[config.mk]
export PLATFORM = sky130hd
export DESIGN_NAME = not_not_judge
export DESIGN_NICKNAME = d
export VERILOG_FILES = /design/src/rtl/not_not_judge_pkg.sv /design/src/rtl/not_not_round_timer.sv /design/src/rtl/not_not_judge.sv
export SDC_FILE = /design/constraint.sdc
export NUM_CORES = 1
export LEC_CHECK = 0
export BUFFER_PORTS_ARGS = -buffer_cell sky130_fd_sc_hd__buf_2
export CORE_UTILIZATION = 30
export CTS_CLUSTER_DIAMETER = 80
export DETAILED_ROUTE_END_ITERATION = 8
export PLACE_DENSITY = 0.45
export SLEW_MARGIN = 40
export SYNTH_ARGS = -nofsm -noshare
export SYNTH_HDL_FRONTEND = slang
export SYNTH_SLANG_ARGS = --single-unit
[constraint.sdc]
create_clock -name clock -period 4.74 [get_ports clock]
set_input_delay 0.237 -clock clock [delete_from_list [all_inputs] [get_ports clock]]
set_output_delay 0.237 -clock clock [all_outputs]
set_load 0.05 [all_outputs]
[src/rtl/not_not_judge_pkg.sv]
// Shared definitions for the Not-Not player-side judge.
// Holds the FSM state encoding, round result codes and widths.
package not_not_pkg;

  // Width of the answer / expected mask.
  localparam int ANS_W = 4;

  // The answer window is split into this many slices.
  localparam int SLICES = 16;

  typedef enum logic [2:0] {
    ST_IDLE,
    ST_REQUEST,
    ST_WAIT_VALID,
    ST_ANSWER,
    ST_RESULT,
    ST_OVER
  } state_t;

  typedef enum logic [1:0] {
    RES_NONE    = 2'b00,
    RES_CORRECT = 2'b01,
    RES_WRONG   = 2'b10,
    RES_TIMEOUT = 2'b11
  } result_t;

  // Counter width able to hold n-1, never less than one bit.
  function automatic int cnt_w(input int n);
    return (n > 1) ? $clog2(n) : 1;
  endfunction

endpackage

[src/rtl/not_not_round_timer.sv]
// Answer-window timer: 16 slices of SLICE_CYCLES cycles each.
// Ports: clock, reset, load (arm window), run (count),
//        time_left (slices remaining), timeout (window expired pulse).
module not_not_round_timer
  import not_not_pkg::*;
#(
  parameter int SLICE_CYCLES = 9_375_000
) (
  input  logic       clock,
  input  logic       reset,
  input  logic       load,
  input  logic       run,
  output logic [3:0] time_left,
  output logic       timeout
);

  localparam int CW = cnt_w(SLICE_CYCLES);
  localparam logic [CW-1:0] RELOAD = CW'(SLICE_CYCLES - 1);

  logic [CW-1:0] slice_cnt;
  logic          slice_end;

  assign slice_end = (slice_cnt == '0);

  // Last cycle of the last slice: window is exhausted.
  assign timeout = run && slice_end && (time_left == 4'd0);

  always_ff @(posedge clock or posedge reset) begin
    if (reset) begin
      slice_cnt <= '0;
      time_left <= 4'd0;
    end else if (load) begin
      slice_cnt <= RELOAD;
      time_left <= 4'(SLICES - 1);
    end else if (run) begin
      if (!slice_end) begin
        slice_cnt <= slice_cnt - 1'b1;
      end else if (time_left != 4'd0) begin
        time_left <= time_left - 4'd1;
        slice_cnt <= RELOAD;
      end
    end
  end

endmodule

[src/rtl/not_not_judge.sv]
// Not-Not judge: requests puzzles, times and grades the player.
// Ports: clock, reset, start, puzzle_valid, expected, answer, submit
//        -> next_puzzle, score, lives, round_result, time_left, game_over.
module not_not_judge
  import not_not_pkg::*;
#(
  parameter int SLICE_CYCLES  = 9_375_000,
  parameter int RESULT_CYCLES = 50_000_000,
  parameter int LIVES         = 3,
  parameter int SCORE_WIDTH   = 8
) (
  input  logic                   clock,
  input  logic                   reset,
  input  logic                   start,
  input  logic                   puzzle_valid,
  input  logic [ANS_W-1:0]       expected,
  input  logic [ANS_W-1:0]       answer,
  input  logic                   submit,
  output logic                   next_puzzle,
  output logic [SCORE_WIDTH-1:0] score,
  output logic [1:0]             lives,
  output logic [1:0]             round_result,
  output logic [3:0]             time_left,
  output logic                   game_over
);

  localparam int RW = cnt_w(RESULT_CYCLES);
  localparam logic [RW-1:0] RES_RELOAD = RW'(RESULT_CYCLES - 1);

  state_t state;
  state_t state_next;

  logic             start_q;
  logic             submit_q;
  logic             start_edge;
  logic             submit_edge;
  logic [ANS_W-1:0] exp_q;
  logic [RW-1:0]    res_cnt;
  logic             res_done;
  logic             timer_load;
  logic             timer_run;
  logic [3:0]       timer_left;
  logic             timeout;
  logic             correct;

  // Edge detectors run in every state so a level already
  // high on state entry never looks like a fresh press.
  always_ff @(posedge clock or posedge reset) begin
    if (reset) begin
      start_q  <= 1'b0;
      submit_q <= 1'b0;
    end else begin
      start_q  <= start;
      submit_q <= submit;
    end
  end

  assign start_edge  = start & ~start_q;
  assign submit_edge = submit & ~submit_q;
  assign correct     = (answer == exp_q);
  assign res_done    = (res_cnt == '0);

  // Stop the timer on a submission so time_left freezes at
  // the value shown when the player pressed, and so a
  // same-cycle timeout can never win over the submission.
  assign timer_load = (state == ST_WAIT_VALID) && puzzle_valid;
  assign timer_run  = (state == ST_ANSWER) && !submit_edge;

  not_not_round_timer #(
    .SLICE_CYCLES(SLICE_CYCLES)
  ) u_timer (
    .clock    (clock),
    .reset    (reset),
    .load     (timer_load),
    .run      (timer_run),
    .time_left(timer_left),
    .timeout  (timeout)
  );

  always_ff @(posedge clock or posedge reset) begin
    if (reset) begin
      state <= ST_IDLE;
    end else begin
      state <= state_next;
    end
  end

  always_comb begin
    state_next = state;
    unique case (state)
      ST_IDLE, ST_OVER: begin
        if (start_edge) state_next = ST_REQUEST;
      end
      ST_REQUEST: begin
        state_next = ST_WAIT_VALID;
      end
      ST_WAIT_VALID: begin
        if (puzzle_valid) state_next = ST_ANSWER;
      end
      ST_ANSWER: begin
        if (submit_edge || timeout) begin
          state_next = ST_RESULT;
        end
      end
      ST_RESULT: begin
        if (res_done) begin
          state_next = (lives == 2'd0) ?
                       ST_OVER : ST_REQUEST;
        end
      end
      default: state_next = ST_IDLE;
    endcase
  end

  always_comb begin
    next_puzzle = (state == ST_REQUEST);
    game_over   = (state == ST_OVER);
    time_left   = 4'd0;
    if (state == ST_ANSWER || state == ST_RESULT) begin
      time_left = timer_left;
    end
  end

  always_ff @(posedge clock or posedge reset) begin
    if (reset) begin
      score        <= '0;
      lives        <= 2'd0;
      round_result <= RES_NONE;
      exp_q        <= '0;
      res_cnt      <= '0;
    end else begin
      case (state)
        ST_IDLE, ST_OVER: begin
          if (start_edge) begin
            score        <= '0;
            lives        <= 2'(LIVES);
            round_result <= RES_NONE;
          end
        end
        ST_WAIT_VALID: begin
          if (puzzle_valid) begin
            exp_q        <= expected;
            round_result <= RES_NONE;
          end
        end
        ST_ANSWER: begin
          res_cnt <= RES_RELOAD;
          if (submit_edge) begin
            if (correct) begin
              round_result <= RES_CORRECT;
              if (score != '1) score <= score + 1'b1;
            end else begin
              round_result <= RES_WRONG;
              if (lives != 2'd0) lives <= lives - 2'd1;
            end
          end else if (timeout) begin
            round_result <= RES_TIMEOUT;
            if (lives != 2'd0) lives <= lives - 2'd1;
          end
        end
        ST_RESULT: begin
          if (!res_done) res_cnt <= res_cnt - 1'b1;
        end
        default: ;
      endcase
    end
  end

endmodule

---- After elaboration in Yosys (flattened, before gate mapping) ----
Index checks and enable logic that the tools add are counted.
cells by class
  mux-type cells .......................... 34
  bitwise gates (word level) .............. 4
  equality and inequality tests ........... 18
  add/subtract/negate cells ............... 5
  reduce and logical (&&, ||, !) cells .... 29
operator list
  cell                                                 count
  two-way mux 24 bit                                   4
  one-hot mux 26 bit (2 select lines)                  1
  two-way mux 8 bit                                    4
  logical NOT 26 bit                                   1
  two-way mux 26 bit                                   1
  subtractor 26 x 1 -> 26 bit, second input constant   1
  logical NOT 24 bit                                   1
  subtractor 24 x 1 -> 24 bit, second input constant   1
  two-way mux 2 bit                                    10
  two-way mux 4 bit                                    5
  one-hot mux 8 bit (2 select lines)                   1
  two-way mux 3 bit                                    5
  one-hot mux 3 bit (5 select lines)                   1
  != test 2 bit, second input constant                 6
  AND reduction 4 bit                                  3
  nonzero test 2 bit                                   6
  != test 3 bit, second input constant                 3
  adder 8 x 1 -> 8 bit, second input constant          1
  != test 8 bit, second input constant                 1
  equality test 3 x 2 -> 1 bit, second input constant  2
  equality test 3 bit, second input constant           2
  one-hot mux 2 bit (3 select lines)                   1
  AND reduction 2 bit                                  3
  AND reduction 5 bit                                  1
  18 further kinds                                     25
word-level totals
  bits of input ports ..................... 13
  register bits after elaboration ......... 75
  logic and storage cells ................. 100

---- Logic depth before layout (Yosys ltp) ----
Gate-level depths: netlist of the first run.
  depth after elaboration ................. 9
  gate-level depth with buffers ........... 9
  gate-level depth less buffers ........... 8

---- Modules after synthesis ----
Synthesis of the first run repeated with hierarchy kept, for this count alone.
second synthesis, totals
  cell total of the unflattened synthesis .. 469
  area, all modules ....................... 4374.2 um2
modules (own cells, without submodules)
  module               instances  area each (um2)  cells an instance
  not_not_judge        1          2618.8           280
  not_not_round_timer  1          1755.4           189

---- Worst setup path before layout of the first run ----
Ideal clock, no wire load.
  path type ............................... register to register
  from .................................... reg u_timer.slice_cnt[14]
  to ...................................... reg u_timer.slice_cnt[17]
  path slack .............................. 2511 ps
  buffers on the path ..................... 2
  data arrival time ....................... 2150 ps
  cell stages (with the launch flop) ...... 9
  data required time ...................... 4661 ps
  period minus slack after synthesis ...... 2229 ps
  setup time .............................. 79 ps
  cell sequence ........................... dfrtp_1 -> or4_4 -> or2_1 -> buf_6 -> or3_4 -> o21ai_2 -> buf_6 -> nor2_1 -> mux2i_1
between the ends
  word-level cells in the longest chain between the ends .. 4
  elaborated cells between the ends (all ways) .. 7
  classes of those cells .................. add/sub (1); eq/ne (1); mux (3); reduce/logical (2)
RTL lines
  item                                                                      RTL line                                              text
  from (decl)                                                               not_not_round_timer.sv:20                             logic [CW-1:0] slice_cnt;
  from (signal assigned)                                                    not_not_round_timer.sv:37                             slice_cnt <= slice_cnt - 1'b1;
  subtractor 24 x 1 -> 24 bit / logical NOT 24 bit (equally long branches)  not_not_round_timer.sv:37, not_not_round_timer.sv:23
  two-way mux 24 bit                                                        not_not_round_timer.sv:36                             if (!slice_end) begin
  two-way mux 24 bit                                                        not_not_round_timer.sv:35                             end else if (run) begin
  two-way mux 24 bit                                                        not_not_round_timer.sv:32                             end else if (load) begin
Parallel ways exist; a longest one is shown, timed or not. The select of a mux whose other input is x is not followed.
A chain may end at the register's enable or synchronous reset.

---- Worst setup path after layout of the first run ----
  from .................................... reg state[1]
  to ...................................... reg u_timer.slice_cnt[23]
between the ends
  word-level cells in the longest chain between the ends .. 4
  elaborated cells between the ends (all ways) .. 8
  classes of those cells .................. eq/ne (3); mux (1); reduce/logical (4)
RTL lines
  item                                                                  RTL line                                  text
  from (decl)                                                           not_not_judge.sv:30                       state_t state;
  from (signal assigned)                                                not_not_judge.sv:84                       state <= state_next;
  equality test 3 x 2 -> 1 bit (on tied branches)                       not_not_judge.sv:66, not_not_judge.sv:67
  logical AND 1 bit (on tied branches)                                  not_not_judge.sv:66, not_not_judge.sv:67
  != test 3 bit (no line) / nonzero test 2 bit (equally long branches)  n/a
  AND reduction 2 bit (no line)                                         n/a
Parallel ways exist; a longest one is shown, timed or not.

==> results of run 1 <==
through the flow:
step / power, mW / hold slack [ns] / instances / util [%] / area, sq um
finish: 2.22 / 0.0319 / 674 / 35.8 / 4820
global route: 2.37 / 0.0266 / 674 / 35.8 / 4820
CTS: 2.25 / 0.0144 / 674 / 35.7 / 4800
detailed placement: 1.60 / 0.205 / 657 / 33.6 / 4520
global placement: 1.59 / 0.206 / 657 / 33.6 / 4520
floorplan: 1.42 / 0.268 / 465 / - / 4220
per-layer routing:
metal	track usage (%)	part of all wire, %
met1	21.3	52
met2	22.2	45
met3	2.92	2.9
met4	5.09	0.69
met5	0	0
how the worst max path moves through the flow:
stage	to	slack (ns)	cells past startpoint
2_1_floorplan	u_timer.slice_cnt[17]$_DFFE_PP0P_	2.51	8
3_5_place_dp	res_cnt[19]$_DFFE_PP0P_	1.77	6
6_report	u_timer.slice_cnt[23]$_DFFE_PP0P_	1.83	6
3_3_place_gp	res_cnt[19]$_DFFE_PP0P_	1.82	6
5_1_grt	u_timer.slice_cnt[17]$_DFFE_PP0P_	1.57	6
4_1_cts	res_cnt[19]$_DFFE_PP0P_	1.78	6
placed cells by master, fill, tap and decap left out, types with 3 or more instances in the layout:
cell type,instances
o21a_1,3
dfrtp_1,75
nand3b_1,3
nor2_1,39
and3_1,14
inv_1,10
clkbuf_16,9
xor2_1,20
nand4_1,4
nor2b_1,5
a21oi_1,29
ha_1,7
or3_1,9
or4_1,7
buf_2,30
nor4_1,6
xnor2_1,7
o31ai_1,10
nand3_1,23
a211oi_1,4
nand4b_1,3
o21ai_0,35
nor3_1,20
a41oi_1,3
nand2_1,51
nand2b_1,6
mux2i_1,4
clkbuf_1,3
clkinv_2,3
critical path, stage by stage (launching register included):
cell,delay (ns)
dfrtp_1,0.64
nand3b_2,0.60
or3_2,0.71
nor4_4,0.35
nor2_2,0.19
and2_1,0.22
mux2i_1,0.12
sequential cells by signal (all words and copies together) (netlist names):
register / flops
score: 8
u_timer.slice_cnt: 24
round_result: 2
state: 3
submit_q: 1
lives: 2
res_cnt: 26
exp_q: 4
start_q: 1
u_timer.time_left: 4
repair_timing:
action                                 CTS  global route
endpoints found under the hold margin   16             0
resized for setup                        0             0
hold buffers                             1             0
cell families (layout without fill, tap and decap cells):
logic type	after synthesis	count (layout)
compound gates	106	106
xor+xnor	27	27
fa+ha+maj	7	7
buf+inv	27	60
flops	75	75
mux	5	5
simple gates	218	218
cell type report:
type,instances,area share [%]
repair buffers,33,3.71
clock buffers,14,5.48
flip-flops and latches,75,39.0
multi-input cells,363,46.2
inverters,11,0.883
clock inverters,2,0.208
well taps,176,4.57
power by group:
part           switching, mW  internal [mW]
Combinational          0.503          0.218
Clock                  0.256          0.382
Sequential             0.126          0.735
==> impl_metrics.toml, run 1 <==
[outcome]
status = "complete, no violations"

[setup_path]
endpoint_kind = "flop"
crit_start = "state[1]$_DFFE_PP0P_"
r2r_end = "u_timer.slice_cnt[23]$_DFFE_PP0P_"
critPathRequiredTime_ns = 4.99
startpoint_type = "flop"
r2r-start = "state[1]$_DFFE_PP0P_"
rrSetupSlack_ns = 1.83
path_class = "reg2reg"
crit_arrival_ns = 3.16
cp_max_fo = 27
reg2reg_depth = 6

[sta]
max_freq_mhz = 343
fin_crit_ns = 2.91
slew_headroom_pct = 49.5
hold_viol_final = 0
drv_slew = 0
tns_ns = 0
setup_violations = 0
worst_pin_slew_ns = 0.757
setup_ws_ns = 1.83
clock_skew_ns = 0.00544
grt_setup_unrepaired = "no"
finalCritPeriodShare_pct = 61.4

[yosys]
ys_warn_count = 0
synthFlopType = "dfrtp_1"
ys_seq_area_share_pct = 44.5
synth_most_common_cell = "dfrtp_1"
synthTopCellsByArea = "dfrtp_1 44%, nand2_1 4.5%, o21ai_0 4.2%"
synth_top_cells_by_count = "75 x dfrtp_1, 51 x nand2_1, 39 x nor2_1"
synth_edf_count = 0
synth_top_family_by_area = "simple AND/OR/NAND/NOR gates"
synth_cells = 465
synth_top_area_cell = "dfrtp_1"
ys_ff_latch = 75
avgSynthCellArea_sq_um = 9.07
synth.distinct_cells = 68
synthArstFlopShare_pct = 100
yosys.area_share.simple_pct = 28.1
syn_area_sq_mm = 0.00422
synthXorXnorAreaFrac_pct = 5.60
synth_nets = 485
synth_top_area_share_pct = 44.5
yosys-mux-area-fraction_pct = 1.22
synth_fa_ha_area_share_pct = 2.08
synth-compound-area-share_pct = 15.5

[clock_tree]
cts_buffers = 9
clk_transition_reported_paths_ns = 0.06
clockBufferDepth = 2
clock_sinks = 75
insertion_delay_ns = 0.33
cts-root-buf = "clkbuf_16"
postCtsSetupRepairBufs = 0
cts_max_level = 3
cts_tree = "built"

[job]
max_cap_violations = 0

[global_route]
antenna_found_initial = 0
grt_use_total_pct = 14.9
gr-total-overflow = 0
grt_pass1_vias = 3247
grt_max_degree = 60
grt_pass1_wl_um = 16900

[pwr]
ir_drop_mv = 0.175
leakage_nw = 1.98
p_per_area_mw_per_mm2 = 461

[route]
route.detailed.drc = 0
routed_wl_um = 10100
vias = 3478
drtPass1Iterations = 4
ant_nets = 0
dr.first_iter.drc_count = 249
routed_via_density = 5.16
post_drt_wl_per_cell_um = 14.9

[placement]
io_buffers = 30
pre_cts_ws_ns = 1.77
gp_congestion = 0.781
dp_hpwl_um = 6980

[final_layout]
seq_area_sq_mm = 0.00188
fin_nets = 513
multi_input_area_sq_mm = 0.00223
num-fill-cells = 1389
syn_to_final_growth_pct = 14.2
drive_gt1_share_pct = 13.7
diodes = 0

[worst_hold_path]
min_delay_path_depth = 1
hp-start = "start"
hold_class = "in2reg"
whs_endpoint = "start_q$_DFF_PP0_"

[die]
fp.dieW_um = 121
initial_core_util_pct = 31.4
pin_count = 31
core_area_sq_mm = 0.0135
die_h_um = 121
rows = 42
die_area_sq_mm = 0.0145
Power figures use the tool's default switching activity.
==> inputs of run 2 (changes only) <==
PLACE_DENSITY = 0.47   (was 0.45)
clock period = 2.5 ns   (was 4.74 ns; I/O delays follow)
==> run 2 against run 1 <==
  * Die area stayed put
  * Setup slack worse by 1.6 ns
  * Flip-flop and latch count stayed put
  * Combinational power is 110% higher
  * Critical path depth is 1 higher
  * Cell count is 5.0% higher
  * Clock power is 130% higher
  * Utilization is 2.6 points higher
  * Hold slack better by 0.28 ns
  * Count of clock-buffer cells in the layout is 2 lower
  * Largest cell class unchanged
==> impl_metrics.toml, run 2 (synthesis gave the netlist of run 1 again) <==
[sta]
setup_ws_ns = 0.202
max_freq_mhz = 435
drv_slew = 0
worst_pin_slew_ns = 0.586
hold_viol_final = 0
setup_violations = 0
grt_setup_unrepaired = "no"
tns_ns = 0
finalCritPeriodShare_pct = 91.9
fin_crit_ns = 2.30
clock_skew_ns = 0.00618
slew_headroom_pct = 60.9

[final_layout]
diodes = 0
final_cell_mix = "75 x dfrtp_1, 51 x nand2_1, 39 x nor2_1, 35 x o21ai_0, 30 x buf_2"
layout.cells.non_filler = 708
top_register = "res_cnt"
fin_area_sq_mm = 0.00517
fin_nets = 547
final_common_cell = "dfrtp_1"
reg.largest.list = "res_cnt (26), u_timer.slice_cnt (24), score (8)"
num-fill-cells = 1373
drive_gt1_share_pct = 18.2
syn_to_final_growth_pct = 22.5
largest_register_ffs = 26

[setup_path]
slowest_delay_ns = 0.55
path_cells = "or4_4, or2_1, or3_4, o21ai_2, buf_12, nor2_1, mux2i_1"
cp_max_fo = 11
path_delay_family = "simple AND/OR/NAND/NOR gates"
crit_arrival_ns = 2.56
startpoint_type = "flop"
path_class = "reg2reg"
critPathRequiredTime_ns = 2.76
path_buf_inv = 1
cp_slowest_cell = "or4_4"
endpoint_kind = "flop"

[route]
route.detailed.drc = 0
post_drt_wl_per_cell_um = 14.6
routed_wl_um = 10300
ant_nets = 0
dr.first_iter.drc_count = 251
vias = 3621
routed_via_density = 5.11
drtPass1Iterations = 4

[pwr]
power_frac_seq_pct = 35.0
intPower_mw = 2.84
ir_drop_mv = 0.583
clkPwrFrac_pct = 31.4
p_per_area_mw_per_mm2 = 884
swShare_pct = 37.8
combPwrFrac_pct = 33.6
power.switching_mw = 1.73
leakage_nw = 2.18

[clock_tree]
cts_max_level = 3
cts_buffers = 9
insertion_delay_ns = 0.35
clk_transition_reported_paths_ns = 0.06
clockBufferDepth = 2
cts_tree = "built"
cts-root-buf = "clkbuf_16"
clock_sinks = 75

[global_route]
antenna_found_initial = 0
gr-total-overflow = 0
grt_pass1_wl_um = 17700
grt_max_degree = 46
grt_pass1_vias = 3603
grt_use_total_pct = 15.7

[die]
core_area_sq_mm = 0.0135
initial_core_util_pct = 31.4
rows = 42
die_h_um = 121
fp.dieW_um = 121
die_area_sq_mm = 0.0145
pin_count = 31

[placement]
placed_cells = 685
dp_hpwl_um = 7310
pre_cts_ws_ns = 0.166
io_buffers = 30
placed_cell_area_sq_mm = 0.00475
gp_congestion = 0.800

[worst_hold_path]
hold_class = "in2reg"

[outcome]
status = "complete, no violations"

[job]
max_cap_violations = 0
[run 2: area by class of cell]
class	count	area, sq um	area share (%)
multi-input cells	363	2230	43.1
flip-flops and latches	75	1880	36.3
repair buffers	67	470	9.10
clock buffers	12	256	4.96
well taps	176	220	4.26
clock inverters	4	72.6	1.40
inverters	11	42.5	0.823
[run 2: final timing paths]
check	from	cells past startpoint	end	slack [ns]
max	u_timer.slice_cnt[14]$_DFFE_PP0P_	7	u_timer.slice_cnt[23]$_DFFE_PP0P_	0.20
min	puzzle_valid	4	u_timer.time_left[2]$_DFFE_PP0P_	0.32
max reg2reg	u_timer.slice_cnt[14]$_DFFE_PP0P_	7	u_timer.slice_cnt[23]$_DFFE_PP0P_	0.20
min reg2reg	exp_q[1]$_DFFE_PP0P_	2	exp_q[1]$_DFFE_PP0P_	0.50
max in group asynchronous	reset	4	u_timer.time_left[0]$_DFFE_PP0P_	1.49
min in group asynchronous	reset	3	u_timer.slice_cnt[17]$_DFFE_PP0P_	0.38
[run 2: what timing repair did]
item / CTS / global route
buffers inserted: 0 / 0
hold buffers: 7 / 0
gates resized for setup: 0 / 1
endpoints found under the setup margin: 0 / 1
endpoints found under the hold margin: 36 / 0
[run 2: power groups by stage]
stage          Clock (mW)  Combinational, mW  Sequential (mW)
2_1_floorplan           0               1.04             1.64
3_3_place_gp            0               1.52             1.62
3_5_place_dp            0               1.54             1.62
4_1_cts              1.48               1.55             1.60
5_1_grt              1.54               1.71             1.64
6_report             1.44               1.53             1.60
[run 2: tightest hold or removal path: stages]
cell and delay, ns:
buf_2 0.09, nand3_1 0.12, buf_4 0.22, nand2_1 0.07
[run 2: per-layer routing]
metal	vias up	global-route usage, %	part of all wire (%)
li1	1807	-	-
met4	0	5.79	1.9
met2	52	24.3	44
met3	14	3.54	2.8
met5	-	0	0
met1	1748	21.2	52
[run 2: through the flow]
step / hold WS (ns) / utilization (%) / power [mW]
final: 0.316 / 38.4 / 4.57
after CTS: 0.320 / 38.3 / 4.63
after global placement: 0.222 / 35.3 / 3.14
after floorplan: 0.156 / - / 2.68
after detailed placement: 0.225 / 35.3 / 3.16
after global routing: 0.329 / 38.4 / 4.88
